**config.mk**
```make
export PLATFORM = sky130hd
export DESIGN_NAME = div_unit
export DESIGN_NICKNAME = d
export VERILOG_FILES = /design/src/rtl/div_unit.sv
export SDC_FILE = /design/constraint.sdc
export NUM_CORES = 1
export LEC_CHECK = 0
export BUFFER_PORTS_ARGS = -buffer_cell sky130_fd_sc_hd__buf_2
export CORE_MARGIN = 4
export CORE_UTILIZATION = 40
export DETAILED_ROUTE_END_ITERATION = 10
export GPL_TIMING_DRIVEN = 0
export PLACE_DENSITY = 0.61
export SYNTH_ARGS = -nofsm -noshare
export SYNTH_HDL_FRONTEND = slang
export SYNTH_SLANG_ARGS = --single-unit
```
**constraint.sdc**
```tcl
create_clock -name clk -period 5.4 [get_ports clk]
set_input_delay 0.54 -clock clk [delete_from_list [all_inputs] [get_ports clk]]
set_output_delay 0.54 -clock clk [all_outputs]
set_load 0.02 [all_outputs]
```
**src/rtl/div_unit.sv**
```systemverilog
// Iterative radix-2 restoring divider for DIV/DIVU in the EX stage.
// Latency: DW+1 cycles after start for a nonzero divisor, 2 cycles for a zero divisor.
// Backpressure: stall_req holds IF/ID/EX while a divide is in flight; it drops in DONE or on annul.
//
// Ports:
//   clk, rst             pipeline clock, async active-high reset
//   start, signed_div    EX holds a valid DIV (signed_div=1) or DIVU
//   opa, opb             dividend / divisor
//   annul                cancel any in-flight divide
//   stall_req            hold the earlier pipeline stages
//   result_valid         one-cycle pulse while quotient/remainder/div_zero are fresh
//   quotient, remainder  results for LO / HI, held until the next completed divide
//   div_zero             divisor was zero for the held result
module div_unit #(
    parameter int DW = 32
) (
    input  logic          clk,
    input  logic          rst,
    input  logic          start,
    input  logic          signed_div,
    input  logic [DW-1:0] opa,
    input  logic [DW-1:0] opb,
    input  logic          annul,
    output logic          stall_req,
    output logic          result_valid,
    output logic [DW-1:0] quotient,
    output logic [DW-1:0] remainder,
    output logic          div_zero
);

    localparam int CW = $clog2(DW);

    localparam logic [1:0] IDLE = 2'd0;
    localparam logic [1:0] ZERO = 2'd1;
    localparam logic [1:0] BUSY = 2'd2;
    localparam logic [1:0] DONE = 2'd3;

    logic [1:0]    state;
    logic [CW-1:0] count;
    logic [DW-1:0] dvd;     // dividend magnitude, shifted out as quotient bits shift in
    logic [DW-1:0] dvs;     // divisor magnitude
    logic [DW-1:0] rem;     // partial remainder
    logic          sign_q;
    logic          sign_r;

    logic [DW-1:0] a_mag;
    logic [DW-1:0] b_mag;
    logic [DW:0]   rem_sh;
    logic [DW+1:0] diff;
    logic          borrow;
    logic [DW-1:0] rem_nxt;
    logic [DW-1:0] q_nxt;

    always_comb begin
        a_mag   = (signed_div && opa[DW-1]) ? -opa : opa;
        b_mag   = (signed_div && opb[DW-1]) ? -opb : opb;
        rem_sh  = {rem, dvd[DW-1]};
        // Extra headroom bit so the borrow is the sign of the trial difference.
        diff    = {1'b0, rem_sh} - {2'b00, dvs};
        borrow  = diff[DW+1];
        // rem < dvs always holds, so the kept remainder fits in DW bits.
        rem_nxt = borrow ? rem_sh[DW-1:0] : diff[DW-1:0];
        q_nxt   = {dvd[DW-2:0], ~borrow};
    end

    // Gated by rst so a reset pulse releases the pipeline without waiting for an edge,
    // and by annul so a flush releases it in the same cycle.
    assign stall_req    = ~rst & ~annul &
                          (((state == IDLE) & start) | (state == BUSY) | (state == ZERO));
    assign result_valid = ~rst & ~annul & (state == DONE);

    always_ff @(posedge clk or posedge rst) begin
        if (rst) begin
            state     <= IDLE;
            count     <= '0;
            dvd       <= '0;
            dvs       <= '0;
            rem       <= '0;
            sign_q    <= 1'b0;
            sign_r    <= 1'b0;
            quotient  <= '0;
            remainder <= '0;
            div_zero  <= 1'b0;
        end else if (annul) begin
            state <= IDLE;
        end else begin
            case (state)
                IDLE: begin
                    if (start) begin
                        dvd    <= a_mag;
                        dvs    <= b_mag;
                        rem    <= '0;
                        count  <= '0;
                        sign_q <= signed_div & (opa[DW-1] ^ opb[DW-1]);
                        sign_r <= signed_div & opa[DW-1];
                        state  <= (opb == '0) ? ZERO : BUSY;
                    end
                end
                ZERO: begin
                    // Quotient is forced to all ones; restoring the dividend sign
                    // gives back the raw dividend as the remainder.
                    quotient  <= '1;
                    remainder <= sign_r ? -dvd : dvd;
                    div_zero  <= 1'b1;
                    state     <= DONE;
                end
                BUSY: begin
                    rem   <= rem_nxt;
                    dvd   <= q_nxt;
                    count <= count + CW'(1);
                    if (count == CW'(DW-1)) begin
                        // Signs are applied as the final step lands, so the
                        // outputs are already valid throughout DONE.
                        quotient  <= sign_q ? -q_nxt : q_nxt;
                        remainder <= sign_r ? -rem_nxt : rem_nxt;
                        div_zero  <= 1'b0;
                        state     <= DONE;
                    end
                end
                default: begin
                    state <= IDLE;
                end
            endcase
        end
    end

endmodule

```
==> impl_results.md <==
- Clock Sinks: 170
- Post-Synth Adder-Cell Area: under 10%
- Drt pass-1 iters: 5
- Status: finished, final reports clean
- Largest family of logic cells by synthesized area: compound AO/OA/AOI/OAI gates
- Lkg Pwr: around 6.1 nW
- Clock Pin Slew Worst Setup and Hold Paths: approximately 0.070 ns
- Layout Nets: roughly 1900
- Critical Path Max Stage Delay: between 0.4 and 0.5 ns
- CP Max Fanout: 10
- Final cell count without fillers: approximately 2200
- Fin worst setup slack: ~0.22 ns
- CP Class: reg2reg
- Final worst-path cycle share: about 96%
- Grt total ovfl: 0
- Rows: 65
- Post-Synth Simple-Gate Area: between 20% and 30%
- Power Density: 759.8 mW/mm^2
- Dpl ws: -1.413 ns
- Post-Route WL: between 40000 and 50000 um
- Crit. End Element: flop
- Setup Viol. Count Final: 0
- Worst EP arrival: around 5.5 ns
- Post-synth net total: ~1700
- Delay-heaviest family, CP: simple AND/OR/NAND/NOR gates
- RD Place Congestion: around 0.96
- Worst min-delay path category: in2async
- Most used cell, CP: buf_4
- CTS tree: built
- Max_cap viols: 0
- Peak VDD IR: ~0.00035 V
- Cell breakdown of the critical path: ha_1, buf_4, nand4_4, or3_4, nor4_4, o31ai_2, nand3_4, buf_4, clkbuf_8, buf_6, buf_6, nand2_1, o21ai_2, ha_2, buf_4, o211ai_1, nor3_2, nand2_1, o211ai_1, nand4_1, or3_1, a31oi_1
- Worst path bufs/invs: 6
- CTS Buf Count: 17
- Root Buffer: clkbuf_16
- Placed cell count: approximately 2200
- Post-DP HPWL: 36050 um
- Clk_skew: approximately 0.012 ns
- Vias in the first global route: 12151
- Via density: around 5.9
- Initial Utilization: around 40%
- FFs w/ async S/R, synth: 100.0%
- Post-Syn Area: approximately 0.013 mm^2
- Starting DRT DRC Count: approximately 1400
- # IOs: 136
- Synth Warn #: 0
- Flops & latches, synth: 170
- Count of different cell masters after synthesis: 93
- Largest net degree at the start of global routing: 92
- RSZ-0062 raised after global routing: no
- Peak Freq: 193.0 MHz
- Skew-Pair Late Insertion Delay: ~0.45 ns
- Layout cells sized above 1: 14.18%
- Synth Area in XOR/XNOR: between 10 and 15%
- Die area: roughly 0.035 mm^2
- R2R Path Start: rem[21]
- Crit Reg-Reg Endpoint: remainder[26]
- Slew @ Worst Pin: between 0.9 and 1 ns
- Synth Area in Compound Gates: 23.43%
- IO Port Bufs: 134
- Number of flops mapped to enable cells by yosys: 0
- Syn Inst Count: ~1600
- Core ar.: roughly 0.032 mm^2
- Syn avg cell area: around 8.0 um^2
- Clock H-tree levels: 4
- DRC Markers: 0
- Mux cell area share after synthesis: between 2 and 3%
- Global-route wire length before repair: just over 70000 um
- Post-route ant nets: 0
- Max Slew Vio Count: 0
- Drt wl/cell: 21.09 um
- CP startpoint kind: flop
- Die Height: between 150 and 200 um
- GR Util All Layers: about a quarter
- Post-synthesis sequential area ratio: about a third
- Clk buf depth: 2
- Slowest stage cell, crit path: dfrtp_1
- Main synth FF type: dfrtp_1
- R2R Setup Slk: about 0.22 ns
- Relative slew slack: approximately 36%
- Die width: 187.8 um
- Routed vias: 12875
- Final min period: roughly 5.2 ns
- Worst-case reg-to-reg path depth: 22
- Area Growth Syn to Fin: 15.12%
- Initial antenna violation count: 0
- Final Hold Viols: 0
- Req. time, crit path: about 5.8 ns
synthesized netlist by cell type (all sizes together) (27+ instances only):
master	count	area, um^2
dfrtp	170	4254
clkbuf	83	314.1
xor2	101	884.6
o22ai	30	187.7
a21oi	142	759.5
nor3	33	170.2
ha	44	550.5
nor2	140	525.5
inv	56	212.7
mux2i	27	270.3
nand2	211	792.0
or3	27	175.2
o21ai	180	904.6
xnor2	65	569.3
stage by stage:
stage | utilization [%] | total power [mW] | area (um^2) | hold WS (ns) | setup TNS [ns]
floorplan | - | 7.251 | 12940 | 0.4453 | 0
global placement | 44.49 | 9.536 | 14110 | 0.4580 | -332.97
detailed placement | 44.60 | 9.586 | 14150 | 0.4661 | -15.62
CTS | 46.70 | 11.03 | 14810 | 0.2553 | -0.03928
global route | 46.95 | 12.04 | 14890 | 0.2934 | 0
finish | 46.95 | 11.32 | 14890 | 0.2284 | 0
worst max path at each step:
stage / start / slack [ns] / cells after the start / endpoint
2_1_floorplan: rst / 0.26 / 1 / count[0]
3_3_place_gp: rst / -1.89 / 2 / quotient[11]
3_5_place_dp: dvd[31] / -1.41 / 23 / remainder[18]
4_1_cts: rem[21] / -0.02 / 22 / remainder[18]
5_1_grt: rem[21] / 0.01 / 24 / remainder[16]
6_report: rem[21] / 0.22 / 22 / remainder[26]
placed cells by master (no fill, tap or decap), drive strengths merged, types with 19 or more instances in the layout:
cell,count
a21oi,142
nand3,23
nor2,140
buf,164
dfrtp,170
inv,61
nand2,211
clkbuf,102
nor3,33
xor2,101
nand4,19
o22ai,30
ha,44
xnor2,65
o31ai,25
mux2i,27
o21ai,180
or3,27
cell type report:
class                      count  area (um^2)
buffer                       108        495.5
timing repair buffer         140        733.2
fill                        3206        16820
multi-input combinational   1279         8066
sequential                   170         4257
antenna                        1        2.502
tap                          402        503.0
clock inverter                13        186.4
clock buffer                  18        429.2
inverter                      56        220.2
where the power goes:
part / internal (mW) / total (mW) / switching, mW
Clock: 0.742 / 1.34 / 0.599
Combinational: 2.65 / 7.68 / 5.03
Sequential: 1.81 / 2.29 / 0.483
Total: 5.21 / 11.3 / 6.11
logic make-up (layout without fill, tap and decap cells):
logic type,count (synthesis),in the layout
AO/OA/AOI/OAI,489,489
other,0,1
multiplexers,32,32
XOR/XNOR,166,166
AND/OR/NAND/NOR,547,547
adder cells (fa/ha/maj),45,45
flip-flops,170,170
buffers and inverters,165,335
routing by layer:
layer / wire, um / share of wire (%) / up-vias / track usage, %
met4: 693 / 1.5 / 0 / 5.505
met1: 21520 / 47 / 6210 / 38.36
li1: - / - / 6034 / -
met5: 0 / 0 / - / 0
met2: 20040 / 43 / 573 / 38.79
met3: 3865 / 8.4 / 58 / 4.300
timing repair:
action / in CTS / in global routing
gates resized for setup: 13 / 16
setup endpoints to repair: 16 / 23
hold buffers: 0 / 0
setup buffers: 1 / 3
pin swaps: 2 / 2
registers in the layout (all words and copies together), names as in the netlist:
signal and cells:
dvd 32, rem 32, sign_r 1, state 2
div_zero 1, sign_q 1, dvs 32, count 5
quotient 32, remainder 32
(Power assumes the default switching activity.)
